===== config.mk =====
export PLATFORM = sky130hd
export DESIGN_NAME = pipe_adder
export DESIGN_NICKNAME = d
export VERILOG_FILES = /design/src/rtl/pipe_adder.sv
export SDC_FILE = /design/constraint.sdc
export NUM_CORES = 1
export LEC_CHECK = 0
export ABC_CLOCK_PERIOD_IN_PS = 13900
export BUFFER_PORTS_ARGS = -buffer_cell sky130_fd_sc_hd__clkbuf_2
export CORE_MARGIN = 10
export CORE_UTILIZATION = 54
export CTS_CLUSTER_SIZE = 10
export DETAILED_ROUTE_END_ITERATION = 10
export GPL_ROUTABILITY_DRIVEN = 0
export PLACE_DENSITY_LB_ADDON = 0.25
export SETUP_SLACK_MARGIN = 0.02
export SLEW_MARGIN = 20
export SYNTH_ARGS = -nofsm -noshare
export SYNTH_HDL_FRONTEND = slang
export SYNTH_SLANG_ARGS = --single-unit

===== constraint.sdc =====
create_clock -name clk -period 13.9 [get_ports clk]
set_input_delay 1.39 -clock clk [delete_from_list [all_inputs] [get_ports clk]]
set_output_delay 1.39 -clock clk [all_outputs]
set_load 0.03 [all_outputs]

===== src/rtl/pipe_adder.sv =====
// Pipelined ripple-carry adder/subtractor: one CHUNK-wide slice per stage, valid/ready flow control.
// Optional saturation of the result on signed overflow when PIPE_ADDER_SAT_EN is defined.
module pipe_adder #(
   parameter int WIDTH  = 32,
   parameter int STAGES = 4
) (
   input  logic             clk,
   input  logic             rst_n,
   input  logic             in_valid,
   output logic             in_ready,
   input  logic [WIDTH-1:0] a,
   input  logic [WIDTH-1:0] b,
   input  logic             cin,
   input  logic             sub,
   output logic             out_valid,
   input  logic             out_ready,
   output logic [WIDTH-1:0] sum,
   output logic             cout,
   output logic             ovf
);

   localparam int CHUNK = WIDTH / STAGES;

   logic             adv;
   logic [WIDTH-1:0] b_eff;
   logic             c0;
   logic [WIDTH-1:0] res_raw;
   logic [WIDTH-1:0] res;
   logic             last_a_msb;
   logic             last_b_msb;
   logic             last_c;
   logic             ovf_raw;

   assign b_eff = sub ? ~b : b;
   assign c0    = sub | cin;

   genvar k;
   for (k = 0; k < STAGES; k++) begin : g_st
      // Stage k sees only the operand bits not yet consumed, so its operand width shrinks by CHUNK per stage.
      localparam int OW = WIDTH - k*CHUNK;

      logic [OW-1:0]    op_a;
      logic [OW-1:0]    op_b;
      logic             c_in;
      logic             a_msb;
      logic             b_msb;
      logic             vld_d;
      logic [WIDTH-1:0] s_in;
      logic [WIDTH-1:0] s_d;
      logic [CHUNK:0]   add;

      logic             vld_q;
      logic             c_q;
      logic             a_msb_q;
      logic             b_msb_q;
      logic [WIDTH-1:0] s_q;

      if (k == 0) begin : g_src
         assign op_a  = a;
         assign op_b  = b_eff;
         assign c_in  = c0;
         assign a_msb = a[WIDTH-1];
         assign b_msb = b_eff[WIDTH-1];
         assign s_in  = '0;
         assign vld_d = in_valid;
      end else begin : g_src
         assign op_a  = g_st[k-1].g_fwd.ra_q;
         assign op_b  = g_st[k-1].g_fwd.rb_q;
         assign c_in  = g_st[k-1].c_q;
         assign a_msb = g_st[k-1].a_msb_q;
         assign b_msb = g_st[k-1].b_msb_q;
         assign s_in  = g_st[k-1].s_q;
         assign vld_d = g_st[k-1].vld_q;
      end

      assign add = {1'b0, op_a[CHUNK-1:0]} + {1'b0, op_b[CHUNK-1:0]} + {{CHUNK{1'b0}}, c_in};

      always_comb begin
         s_d = s_in;
         s_d[k*CHUNK +: CHUNK] = add[CHUNK-1:0];
      end

      if (k < STAGES-1) begin : g_fwd
         logic [OW-CHUNK-1:0] ra_d;
         logic [OW-CHUNK-1:0] rb_d;
         logic [OW-CHUNK-1:0] ra_q;
         logic [OW-CHUNK-1:0] rb_q;

         assign ra_d = op_a[OW-1:CHUNK];
         assign rb_d = op_b[OW-1:CHUNK];

         always_ff @(posedge clk) begin
            if (adv) begin
               ra_q <= ra_d;
               rb_q <= rb_d;
            end
         end
      end

      always_ff @(posedge clk or negedge rst_n) begin
         if (!rst_n) begin
            vld_q <= 1'b0;
         end else if (adv) begin
            vld_q <= vld_d;
         end
      end

      // Datapath registers carry no reset; outputs are gated by out_valid instead.
      always_ff @(posedge clk) begin
         if (adv) begin
            s_q     <= s_d;
            c_q     <= add[CHUNK];
            a_msb_q <= a_msb;
            b_msb_q <= b_msb;
         end
      end
   end

   assign out_valid  = g_st[STAGES-1].vld_q;
   assign res_raw    = g_st[STAGES-1].s_q;
   assign last_c     = g_st[STAGES-1].c_q;
   assign last_a_msb = g_st[STAGES-1].a_msb_q;
   assign last_b_msb = g_st[STAGES-1].b_msb_q;

   assign in_ready = !(out_valid && !out_ready);
   assign adv      = in_ready;

   assign ovf_raw = (last_a_msb == last_b_msb) && (res_raw[WIDTH-1] != last_a_msb);

`ifdef PIPE_ADDER_SAT_EN
   assign res = ovf_raw ? {last_a_msb, {(WIDTH-1){~last_a_msb}}} : res_raw;
`else
   assign res = res_raw;
`endif

   assign sum  = out_valid ? res : '0;
   assign cout = out_valid & last_c;
   assign ovf  = out_valid & ovf_raw;

endmodule


==> results.md <==
- Sequential power share: 0.496
- Synthesis warning total: 0
- Clk pwr share: 0.235
- CP dominant cell by count: clkbuf_2
- Sw Pwr: 0.580 mW
- Syn Inst Count: 411
- CTS tree: built
- Setup Skew: approximately 7.2 ps
- Synth top area cells: edfxtp_1 (74%), ha_1 (4.8%), xor2_1 (4.5%), and2_1 (3.0%), fa_1 (2.2%)
- Clock root cell: clkbuf_16
- Syn_nets: about 520
- Maximum vdd drop: 0.0000886 V
- RSZ-0062 raised after global routing: no
- EDFF count, synth: 182
- Vias in the first global route: 3782
- Top FF cell, synth: edfxtp_1
- Core ar.: between 10000 and 15000 um^2
- Met1 Wirelength: 4.14 mm
- Area leader, netlist: edfxtp_1
- CP Cell Sequence: clkbuf_2 -> nor2b_1 -> inv_6 -> clkbuf_2
- Worst setup path class: input port to output pin
- Die X: 137 um
- Crit Path Max Fanout: 96
- First-pass GRT wire length: 17.9 mm
- P per Cell Area: 222 nW/um^2
- # nets final: approximately 640
- Synth cell types: 33
- Placed insts: 687
- Final WL: 10.9 mm
- CTS Sinks: 186
- Antenna violations before repair: 0
- Clock latency on the worst-skew pair: 420 ps
- Final ANT Viol Nets: 0
- Seq cells post-synth: 186
- Cell Area, Synth: between 7000 and 8000 um^2
- Non-Filler Instances: 719
- Ys async rst share: 0.0215
- Final period util: 0.296
- Top sig layer: met4
- Grt ovf: 0
- CP required: 12510 ps
- Antenna cells: 0
- CTS resizes: 0
- Syn avg cell area: 17.9 um^2
- Worst slew pin tran: approximately 1000 ps
- Initial Util: 0.553
- Avg Vias per Cell: 4.94
- CTS clock-pin slew for the worst setup and hold paths: 60 ps
- Sw frac: 0.302
- Endpoints failing setup: 0
- Sequential fraction of the synthesis area: 0.757
- Critical Path Start Type: input port
- Combinational share of power: 0.269
- Top-area cell type share of the netlist area: 0.743
- Wire per inst: 15.1 um
- Vias: approximately 3.6k
- Status: finished clean
- P_leak: 3.40 nW
- Met3 wire len: 701 um
- Slew headroom: 0.311
- DR iter-0 viols: 250
- Max stage delay cell, worst path: nor2b_1
- Proportion of layout cells with a drive suffix above 1: 0.267
- CP arrival: 2720 ps
- Die footprint: about 19000 um^2
- I/O pin count: ~110
- Post-DP HPWL: 7.51 mm
- Port buffer count: ~110
- TritonRoute pass-1 iters: 4
- DRC: 0
- Final hold violation count: 0
- Post-CTS setup buffer count: 0
- Largest net degree at the start of global routing: 97
- Num CTS Buffers: 17
- CP Capture Type: output pin
- Setup Total Neg Slack: 0 ps
- Internal power: 1.34 mW
- Layout Area Growth over Synthesis: 17.7%
- Minimum clock period after layout: between 4000 and 5000 ps
- Die height: 137 um
- CTS H-tree depth: 4
- CTS Hold Bufs: 0
- Filler Cell Count: 948
- Met2 WL: 5.71 mm
- GRT Overall Usage: 0.125
- FP Rows: 42
- Internal reg-to-reg setup slack: 10780 ps
- Clk buf depth: 2
- Peak Freq: 243 MHz
- Fin. max-slew vios: 0
- CP peak stage delay: approximately 460 ps
- Hold Path Class: flop to flop
- Max Cap Viol: 0
- Tot Pwr: slightly below 2 mW
[critical path: cells and delay by family]
| kind | cells | cell delay [ps] |
|---|---|---|
| buffers and inverters | 3 | 790 |
| and+or+nand+nor | 1 | 460 |
[sequential cells by signal, summed over array words and instances, names as in the netlist]
register         flops
g_st.s_q            80
g_st.g_fwd.ra_q     48
g_st.g_fwd.rb_q     48
g_st.c_q             4
g_st.vld_q           3
g_st.a_msb_q         1
g_st.b_msb_q         1
out_valid            1
[area by class of cell]
type | instances | area (um^2) | area share
Timing Repair Buffer | 107 | 541 | 0.0625
Multi-Input combinational cell | 206 | 1710 | 0.198
Sequential cell | 186 | 5570 | 0.644
Clock inverter | 13 | 129 | 0.0149
Inverter | 12 | 50.0 | 0.00579
Clock buffer | 19 | 433 | 0.0501
Tap cell | 176 | 220 | 0.0255
[worst paths after layout]
path                       cells past startpoint                         endpoint                              from
max                                            4                         in_ready                         out_ready
min                                            0  g_st[1].g_fwd.ra_q[3]$_DFFE_PN_  g_st[0].g_fwd.ra_q[11]$_DFFE_PN_
max reg2reg                                    3        g_st[3].b_msb_q$_DFFE_PN_             out_valid$_DFFE_PN0N_
min reg2reg                                    0  g_st[1].g_fwd.ra_q[3]$_DFFE_PN_  g_st[0].g_fwd.ra_q[11]$_DFFE_PN_
max in group asynchronous                      1        g_st[1].vld_q$_DFFE_PN0N_                             rst_n
min in group asynchronous                      1        g_st[2].vld_q$_DFFE_PN0N_                             rst_n
[per-stage QoR]
stage	hold WS (ps)	util	worst slack [ps]	area, um^2
after global routing	421	0.650	9520	8650
after global placement	401	0.608	9900	8090
final	417	0.650	9790	8650
after detailed placement	405	0.608	9800	8090
after floorplan	400	-	7350	7350
after CTS	419	0.650	9770	8650
[Yosys cell counts (2+ instances only)]
master,count
a21oi_1,17
or2_2,2
buf_2,3
o21ai_1,2
a311oi_1,2
nand2_1,4
o21bai_1,3
a31oi_1,2
nor2b_1,5
clkbuf_1,4
dfrtp_1,4
o21a_1,4
mux2_2,3
nand2b_1,3
inv_1,12
edfxtp_1,182
and2_1,35
a21o_1,4
o21ai_0,9
xnor2_1,18
xor2_1,38
a211oi_2,2
fa_1,8
nor2_1,8
ha_1,28
or3_1,2
[metal layers]
metal | vias to the layer above | GRT usage
met5 | - | 0
li1 | 1752 | -
met1 | 1689 | 0.137
met3 | 25 | 0.0440
met4 | 0 | 0.0669
met2 | 86 | 0.210
[cells by family after synthesis]
| kind of cell | synth area share |
|---|---|
| compound gates | 0.0420 |
| xor+xnor | 0.0667 |
| fa+ha+maj | 0.0694 |
| buf+inv | 0.0102 |
| flops | 0.757 |
| mux | 0.00460 |
| simple gates | 0.0499 |
[cell usage in the layout (no fill, tap or decap), types with 5 or more instances in the layout]
cell type	n
a21oi_1	17
and2_1	35
clkbuf_16	17
clkbuf_2	105
edfxtp_1	182
fa_1	8
ha_1	28
inv_1	11
nor2_1	8
nor2b_1	5
o21ai_0	9
xnor2_1	18
xor2_1	38
[power by group through the flow]
| stage | logic [mW] | clock network (mW) | registers [mW] |
|---|---|---|---|
| floorplan | 0.392 | 0 | 0.959 |
| global placement | 0.505 | 0 | 0.954 |
| detailed placement | 0.523 | 0 | 0.968 |
| CTS | 0.526 | 0.463 | 0.958 |
| global route | 0.570 | 0.489 | 0.979 |
| finish | 0.516 | 0.451 | 0.953 |
Power figures use the tool's default switching activity.
